### src/rtl/shift_pkg.sv
// Shared types and widths for the shift arbiter: FSM states, operand widths
// and the shifter operation select.
package shift_pkg;

  localparam int DATA_W = 32;
  localparam int SA_W   = 5;

  typedef enum logic [1:0] {
    IDLE,
    SHIFT,
    RESP
  } state_e;

  typedef enum logic [1:0] {
    LEFT,
    RIGHT_LOGICAL,
    RIGHT_ARITH
  } op_e;

  // A left shift never sign-fills, so arith only matters when right is set.
  function automatic op_e op_sel(input logic right, input logic arith);
    if (!right)     return LEFT;
    else if (arith) return RIGHT_ARITH;
    else            return RIGHT_LOGICAL;
  endfunction

endpackage

### src/rtl/SHIFTER.sv
// Existing 32-bit single-cycle barrel shifter: left, logical right or
// arithmetic right by 0..31.
module SHIFTER
  import shift_pkg::*;
(
  input  logic [DATA_W-1:0] Data,
  input  logic [SA_W-1:0]   Sa,
  input  logic              Right,
  input  logic              Arith,
  output logic [DATA_W-1:0] Result
);

  op_e op;

  // NOTE: every signal assigned in always_comb gets a value on every path
  // (default first), otherwise synthesis infers a latch.
  always_comb begin
    Result = Data;
    op     = op_sel(Right, Arith);
    case (op)
      LEFT:          Result = Data << Sa;
      RIGHT_LOGICAL: Result = Data >> Sa;
      RIGHT_ARITH:   Result = $unsigned($signed(Data) >>> Sa);
      default:       Result = Data;
    endcase
  end

endmodule

### src/rtl/shift_arbiter.sv
// Round-robin arbiter sharing one SHIFTER between NUM_REQ requesters; operands
// are registered, shifted in one cycle and the result held until accepted.
module shift_arbiter
  import shift_pkg::*;
#(
  parameter int NUM_REQ = 2
) (
  input  logic                      clk,
  input  logic                      rst,
  input  logic [NUM_REQ-1:0]        req_valid,
  output logic [NUM_REQ-1:0]        req_ready,
  input  logic [NUM_REQ*DATA_W-1:0] req_data,
  input  logic [NUM_REQ*SA_W-1:0]   req_sa,
  input  logic [NUM_REQ-1:0]        req_right,
  input  logic [NUM_REQ-1:0]        req_arith,
  output logic [NUM_REQ-1:0]        rsp_valid,
  input  logic [NUM_REQ-1:0]        rsp_ready,
  output logic [DATA_W-1:0]         rsp_data,
  output logic                      busy
);

  localparam int IDX_W = (NUM_REQ > 1) ? $clog2(NUM_REQ) : 1;

  state_e             state;
  logic [IDX_W-1:0]   rr_ptr;
  logic [IDX_W-1:0]   owner;
  logic [IDX_W-1:0]   winner;
  logic [IDX_W-1:0]   next_ptr;
  logic               any_valid;
  logic [DATA_W-1:0]  op_data;
  logic [SA_W-1:0]    op_sa;
  logic               op_right;
  logic               op_arith;
  logic [DATA_W-1:0]  shift_out;
  logic [DATA_W-1:0]  data_arr [NUM_REQ];
  logic [SA_W-1:0]    sa_arr   [NUM_REQ];

  for (genvar g = 0; g < NUM_REQ; g++) begin : g_unpack
    assign data_arr[g] = req_data[g*DATA_W +: DATA_W];
    assign sa_arr[g]   = req_sa[g*SA_W +: SA_W];
  end

  // First valid requester at or after ptr, wrapping modulo NUM_REQ.
  function automatic logic [IDX_W-1:0] rr_pick(input logic [NUM_REQ-1:0] valid,
                                               input logic [IDX_W-1:0]   ptr);
    logic found;
    int   idx;
    rr_pick = ptr;
    found   = 1'b0;
    for (int i = 0; i < NUM_REQ; i++) begin
      idx = int'(ptr) + i;
      if (idx >= NUM_REQ) idx = idx - NUM_REQ;
      if (!found && valid[IDX_W'(idx)]) begin
        found   = 1'b1;
        rr_pick = IDX_W'(idx);
      end
    end
  endfunction

  always_comb begin
    winner    = rr_pick(req_valid, rr_ptr);
    any_valid = |req_valid;
    next_ptr  = (owner == IDX_W'(NUM_REQ - 1)) ? '0 : owner + 1'b1;
    req_ready = '0;
    // Grant is gated by rst so no handshake can be seen while reset is held.
    if (state == IDLE && !rst && any_valid) req_ready[winner] = 1'b1;
  end

  SHIFTER u_shifter (
    .Data   (op_data),
    .Sa     (op_sa),
    .Right  (op_right),
    .Arith  (op_arith),
    .Result (shift_out)
  );

  // NOTE: sequential state uses non-blocking assignments so every register
  // samples pre-edge values regardless of statement order.
  always_ff @(posedge clk or posedge rst) begin
    if (rst) begin
      state     <= IDLE;
      rr_ptr    <= '0;
      owner     <= '0;
      rsp_data  <= '0;
      rsp_valid <= '0;
      busy      <= 1'b0;
      op_data   <= '0;
      op_sa     <= '0;
      op_right  <= 1'b0;
      op_arith  <= 1'b0;
    end else begin
      case (state)
        IDLE: begin
          if (any_valid) begin
            owner    <= winner;
            op_data  <= data_arr[winner];
            op_sa    <= sa_arr[winner];
            op_right <= req_right[winner];
            op_arith <= req_arith[winner];
            busy     <= 1'b1;
            state    <= SHIFT;
          end
        end
        SHIFT: begin
          rsp_data         <= shift_out;
          rsp_valid[owner] <= 1'b1;
          state            <= RESP;
        end
        RESP: begin
          if (rsp_ready[owner]) begin
            rr_ptr    <= next_ptr;
            rsp_valid <= '0;
            busy      <= 1'b0;
            state     <= IDLE;
          end
        end
        default: state <= IDLE;
      endcase
    end
  end

endmodule

### config.mk
export PLATFORM = sky130hd
export DESIGN_NAME = shift_arbiter
export DESIGN_NICKNAME = d
export VERILOG_FILES = /design/src/rtl/shift_pkg.sv /design/src/rtl/SHIFTER.sv /design/src/rtl/shift_arbiter.sv
export SDC_FILE = /design/constraint.sdc
export NUM_CORES = 1
export LEC_CHECK = 0
export ABC_AREA = 1
export CAP_MARGIN = 20
export CORE_ASPECT_RATIO = 1.2
export CORE_UTILIZATION = 40
export DETAILED_ROUTE_END_ITERATION = 10
export GPL_TIMING_DRIVEN = 0
export MAX_ROUTING_LAYER = met4
export PLACE_DENSITY_LB_ADDON = 0.15
export SLEW_MARGIN = 0
export SYNTH_ARGS = -nofsm -noshare
export SYNTH_HDL_FRONTEND = slang
export SYNTH_SLANG_ARGS = --single-unit
### constraint.sdc
create_clock -name clk -period 2.5 [get_ports clk]
set_input_delay 0.5 -clock clk [delete_from_list [all_inputs] [get_ports clk]]
set_output_delay 0.5 -clock clk [all_outputs]
set_load 0.05 [all_outputs]
* After elaboration in Yosys (flattened, before gate mapping)
Index checks and enable logic that the tools add are counted.
** Operators by class
- Muxes and demuxes :: 37
- Equality and inequality tests :: 6
- Reductions and logical operators :: 17
- Add/subtract/negate cells :: 4
- Shifts and indexed selects :: 3
- Order comparisons :: 9
- Bitwise operators :: 2
** Operators with widths (number)
- two-way mux 32 bit :: 3
- case mux 32 bit (3 select lines) :: 1
- << shifter 32 x 5 -> 32 bit :: 1
- right shift 32 x 5 -> 32 bit :: 1
- >>> shifter 32 x 5 -> 32 bit :: 1
- two-way mux 1 bit :: 20
- two-way mux 5 bit :: 3
- two-way mux 2 bit :: 5
- AND reduction 2 bit :: 4
- less-than comparator 1 x 3 -> 1 bit, second input constant :: 2
- case mux 2 bit (3 select lines) :: 1
- logical AND 1 bit :: 5
- == test 2 x 1 -> 1 bit, second input constant :: 2
- == test 2 bit, second input constant :: 2
- greater-or-equal comparator 2 bit, second input constant :: 2
- logical NOT 2 bit :: 2
- less-than comparator 1 x 2 -> 1 bit, second input constant :: 2
- != test 2 bit, second input constant :: 2
- case mux 2 bit (2 select lines) :: 1
- nonzero test 2 bit :: 2
- AND reduction 3 bit :: 1
- adder 1 x 1 -> 2 bit, second input constant :: 1
- demux 1 bit (select 1 bit) :: 2
- greater-or-equal comparator 1 bit, second input constant :: 2
- 8 further kinds :: 10
** Storage, ports and cells
- Bits of input ports :: 84
- Logic and storage cells :: 88
- Output and inout port bits :: 37
- Register bits after elaboration :: 78

* Longest topological paths before layout
Gate-level depths: netlist of the first run.
- Word-level depth :: 14
- Mapped depth :: 16
- Gate-level depth less buffers :: 15

* Hierarchy
Synthesis of the first run repeated with hierarchy kept, for this count alone.
** Second synthesis, totals
- Cell total of the unflattened synthesis :: 1246
- Area total of the unflattened synthesis :: 7262.0 um^2
** Modules (own cells, without submodules)
- SHIFTER :: area each 3683.5 um^2, cells an instance 774, instances 1, seq. area each 0.0 um^2
- shift_arbiter :: area each 3578.4 um^2, cells an instance 472, instances 1, seq. area each 1951.9 um^2

* Worst setup path after synthesis of the first run
No wires, ideal clock.
- Path kind :: input to output
- Start point :: input port req_valid[1]
- End point :: output port req_ready[1]
- Stages on the path :: 5
- Path slack :: 0.334 ns
- Buffers on the path :: 1
- Arrival :: 1.666 ns
- Required time :: 2.000 ns
- Path through :: o21ai_0 nor2_1 inv_1 clkbuf_1 nor2_1
** Between the ends
- Cells in the longest elaborated chain, start to end :: 3
** RTL lines
- start: declaration :: line shift_arbiter.sv:10 : input logic [NUM_REQ-1:0] req_valid,
- OR reduction 2 bit :: line shift_arbiter.sv:62 : any_valid = |req_valid;
- logical AND 1 bit :: line shift_arbiter.sv:66 : if (state == IDLE && !rst && any_valid) req_ready[winner] = 1'b1;
- two-way mux 2 bit :: line shift_arbiter.sv:66
- end: declaration :: line shift_arbiter.sv:11 : output logic [NUM_REQ-1:0] req_ready,
No other way between the ends.

* Worst setup path after layout of the first run
- Start point :: input port req_valid[1]
- End point :: output port req_ready[0]
Same word-level chain as after synthesis.

==> results.yml, run 1 <==
status:
  status: "completed"
synthesis:
  synth_most_common_cell: "nand2_1"
  synth_cell_types: 27
  syn-cell-area_um2: 6540
  synth.top_cells.by_area: "dfrtp_1 (30%), nand3_1 (21%), nand2_1 (19%), nor2_1 (8.3%), o22ai_1 (3.9%)"
  synth-main-ff-cell: "dfrtp_1"
  seq_area_frac_synth: 0.299
  synth_top_area_frac: 0.299
  avgSynthCellArea_um2: 6.01
  synth_edf_count: 0
  async_flop_share: 1.00
  yosysWarnings: 0
  synth_cells: 1088
  synth_common_cells: "nand2_1 (325), nand3_1 (277), nor2_1 (144), dfrtp_1 (78), o22ai_1 (41)"
  post-synth-top-area-cell: "dfrtp_1"
  ys_ff_latch: 78
  syn_nets: 1172
place:
  postPlaceCellArea_um2: 8020
  place_congestion: 1.08
  dp_cells: 1417
  dp_hpwl_mm: 24.0
  port_buffers: 120
timing:
  setup_viol: 0
  rsz0062_at_grt: "false"
  final_max_slew_viol_count: 0
  finalHoldViolations: 0
  fin_crit_sh: 0.963
  tightest_slew_ns: 0.835
  fin_crit_ns: 2.41
  timing.fmax_ghz: 0.415
  slew_headroom: 0.442
  setup_tns_ns: 0
  fin_hold_ws_ns: 0.477
  skew_ns: 0.0148
floorplanning:
  die_h_um: 142
  start_util: 0.415
  dieArea_um2: 16900
  fp.dieW_um: 119
  fp-row-count: 50
  core_um2: 15800
  io_pins: 121
clock_network:
  clock_sinks: 78
  htreeDepth: 3
  postCtsSetupBuffers: 0
  cts_buffers: 9
  clk_latency_ns: 0.36
  path_clk_slew_ns: 0.06
  tritoncts: "done"
  clock_tree.buffer_depth: 2
  clock-root-buffer: "clkbuf_16"
grt:
  grt_usage: 0.366
  grt_pass1_vias: 7672
  antenna_found_initial: 0
  overflow: 0
  grt_pass1_wl_mm: 45.2
  grt_max_degree: 44
final_layout:
  ff_latch_area_um2: 1950
  synthToLayoutAreaGrowth_pct: 27.2
  fillCellCount: 1692
  fin_area_um2: 8320
  finish.net_count: 1302
  diodes: 0
  fin_cells: 1431
  multi_input_area_um2: 4030
  drive_gt1_frac: 0.0654
route:
  vias: 8359
  wl_mm: 29.6
  drc: 0
  drt_iter0_drc: 1128
  drt.antenna.violating_nets: 0
  first_pass_iters: 6
  wl_per_cell_um: 20.7
  vias_per_cell: 5.84
worst_hold_path:
  hold_class: "register to register"
setup_path:
  path_class: "primary input to output port"
  crit_path_start_kind: "primary input"
  cp.required_ns: 2.00
  cp-end-kind: "output port"
  arrival_ns: 1.91
  worstPathMaxFanout: 13
run:
  cap_violations: 0
critical path, cell delays in order:
cell	delay, ns
clkdlybuf4s50_1	0.48
o21ai_2	0.10
nor2_2	0.19
inv_2	0.15
nor2_1	0.11
clkdlybuf4s18_2	0.37
per-stage QoR:
step            util  worst slack, ns
3_5_place_dp   0.509           -0.960
4_1_cts        0.527           0.0427
5_1_grt        0.527           0.0283
3_3_place_gp   0.507            -1.28
2_1_floorplan      -          0.00497
6_report       0.527           0.0928
cell type report:
cell class                      count  share of cell area
Sequential cell                    78               0.235
Tap cell                          208              0.0313
Buffer                             72              0.0474
Clock inverter                      5             0.00722
Inverter                           41              0.0200
Clock buffer                       11              0.0280
Multi-Input combinational cell    895               0.485
Timing Repair Buffer              121               0.147
worst paths after layout:
kind	slack (ns)	endpoint	startpoint	cells past startpoint
max	0.09	req_ready[0]	req_valid[1]	6
min	0.48	rsp_data[3]	rsp_data[3]	2
max reg2reg	0.32	rsp_data[17]	op_sa[2]	9
min reg2reg	0.48	rsp_data[3]	rsp_data[3]	2
max in group asynchronous	1.34	rsp_data[12]	rst	3
min in group asynchronous	0.56	op_data[20]	rst	2
state kept, by name, summed over array words and instances, names as in the netlist:
signal and cells:
rsp_valid 2, op_right 1, op_arith 1, op_sa 5, owner 1, rr_ptr 1, op_data 32, busy 1
state 2, rsp_data 32
layout by cell type, fill, tap and decap left out, types with 2 or more instances in the layout:
cell	Yosys	final
or2_2	4	4
nand2_2	2	2
buf_1	7	7
clkdlybuf4s18_2	0	2
o21ai_1	16	16
buf_4	7	7
inv_2	2	3
nand2_1	325	325
nand4_1	8	8
and2_1	13	13
nor2_2	0	2
clkdlybuf4s50_1	0	118
clkinv_4	0	2
inv_4	0	2
clkbuf_1	20	20
clkbuf_16	0	9
nor3_1	2	2
dfrtp_1	78	78
o211ai_1	14	14
o21ai_0	19	18
nand3_1	277	277
a21oi_1	27	27
nor2_1	144	142
inv_1	37	34
buf_6	6	6
o22ai_1	41	41
buf_2	33	33
what timing repair did:
action	CTS	global route
hold buffers	0	0
resized for setup	12	3
setup endpoints to repair	2	2
per-layer routing:
layer | vias up | track usage | wire length [µm]
met5 | - | - | 0
met1 | 3780 | 0.453 | 11800
met4 | 0 | 0.193 | 1790
met2 | 542 | 0.578 | 13500
li1 | 3921 | - | -
met3 | 116 | 0.0557 | 2510
kinds of logic (layout without fill, tap and decap cells):
logic type,Yosys count,count (layout),share of synthesized area
buf+inv,115,250,0.0862
compound gates,120,120,0.106
flops,78,78,0.299
simple gates,775,775,0.509
Power of run 1 is not shown: default switching activity piles up to over one toggle a cycle in this logic, so the estimate is an artifact.
==> run 2: changes to the inputs <==
Settings changed: CORE_MARGIN set to 2, GPL_ROUTABILITY_DRIVEN set to 0.
==> results.yml, run 2 (same netlist as run 1, synthesis figures left out) <==
timing:
  fin_crit_sh: 0.940
  skew_ns: 0.00877
  setup_viol: 0
  rsz0062_at_grt: "false"
  fin_crit_ns: 2.35
  setup_ws_ns: 0.149
  timing.fmax_ghz: 0.425
  finalHoldViolations: 0
  setup_tns_ns: 0
  tightest_slew_ns: 0.779
  final_max_slew_viol_count: 0
  slew_headroom: 0.479
  fin_hold_ws_ns: 0.476
place:
  post-place-ws_ns: -0.884
  postPlaceCellArea_um2: 8020
  port_buffers: 120
  dp_hpwl_mm: 21.6
final_layout:
  fillCellCount: 1707
  drive_gt1_frac: 0.0654
  reg_top3: "op_data: 32 flops, rsp_data: 32 flops, op_sa: 5 flops"
  fin_area_um2: 8360
  finish.net_count: 1302
  ff_latch_area_um2: 1950
  diodes: 0
  synthToLayoutAreaGrowth_pct: 27.9
  multi_input_area_um2: 4020
  layout_common_cells: "nand2_1 (325), nand3_1 (277), nor2_1 (144)"
  final_common_cell: "nand2_1"
setup_path:
  r2r_end: "rsp_data[31]"
  worstRegToRegCells: 9
  critPathBufInv: 3
  worstPathMaxFanout: 14
  path_cells: "clkdlybuf4s50_1 -> o21ai_2 -> nor2_1 -> inv_4 -> nor2_1 -> clkdlybuf4s15_2"
  path_common_cell: "nor2_1"
  reg2reg_from: "op_sa[3]"
  cp-end-kind: "output port"
  cp.required_ns: 2.00
  max_stage_delay_ns: 0.47
  rrSetupSlack_ns: 0.22
  crit_path_start_kind: "primary input"
  cp_slowest_cell: "clkdlybuf4s50_1"
  path_class: "primary input to output port"
  cp_top_family: "buffers and inverters"
  arrival_ns: 1.85
clock_network:
  postCtsSetupBuffers: 0
  clock_sinks: 78
  path_clk_slew_ns: 0.06
  tritoncts: "done"
  clk_latency_ns: 0.36
  clock_tree.buffer_depth: 2
  cts_buffers: 9
  htreeDepth: 3
  cts_hold_buf: 0
  clock-root-buffer: "clkbuf_16"
grt:
  antenna_found_initial: 0
  grt_pass1_vias: 7568
  grt_usage: 0.331
  overflow: 0
  grt_max_degree: 43
  grt_pass1_wl_mm: 42.5
status:
  status: "completed"
floorplanning:
  dieArea_um2: 17400
  core_um2: 16100
  io_pins: 121
  fp.dieW_um: 121
  die_h_um: 144
  start_util: 0.405
  fp-row-count: 51
route:
  first_pass_iters: 10
  wl_mm: 27.8
  drt.antenna.violating_nets: 0
  drt_iter0_drc: 1473
  wl_per_cell_um: 19.4
  vias_per_cell: 5.93
  vias: 8511
  drc: 0
worst_hold_path:
  whs_endpoint: "rsp_data[6]"
  min_path_cells: 2
  min_from: "rsp_data[6]"
  hold_class: "register to register"
run:
  cap_violations: 0
-- run 2: worst min-delay path: cells and delay by family (launching register included) --
family	cells	cell delay [ns]
flip-flops	1	0.34
AND/OR/NAND/NOR	2	0.10
-- run 2: worst max-delay path by stage --
stage / from / end / slack (ns) / cells past startpoint
2_1_floorplan: rst / busy / 0.005 / 1
5_1_grt: state[0] / req_ready[0] / 0.05 / 6
6_report: req_valid[1] / req_ready[1] / 0.15 / 6
3_3_place_gp: rst / rsp_data[4] / -1.39 / 2
3_5_place_dp: req_valid[1] / req_ready[1] / -0.88 / 7
4_1_cts: req_valid[1] / req_ready[1] / 0.07 / 6
-- run 2: cell type report --
cell class,instances,area share
multi-input combinational,895,0.481
sequential,78,0.233
timing repair buffer,121,0.146
buffer,72,0.0471
tap,212,0.0317
clock buffer,11,0.0302
inverter,41,0.0199
clock inverter,5,0.00973
-- run 2: layer usage --
| metal | vias to the layer above | GRT usage | wire [µm] |
|---|---|---|---|
| met5 | - | - | 0 |
| met4 | 0 | 0.181 | 1750 |
| met3 | 164 | 0.0729 | 3290 |
| met2 | 706 | 0.497 | 12200 |
| met1 | 3720 | 0.416 | 10600 |
| li1 | 3921 | - | - |
-- run 2: stage by stage --
step	util	instances
finish	0.518	1435
floorplan	-	1088
global placement	0.496	1420
detailed placement	0.497	1421
global route	0.518	1435
CTS	0.517	1435
-- run 2: repair_timing --
action,4_1_cts,5_1_grt
cloned,0,0
gates resized for setup,9,2
setup endpoints to repair,2,2
Power of run 2 is left out for the same reason.
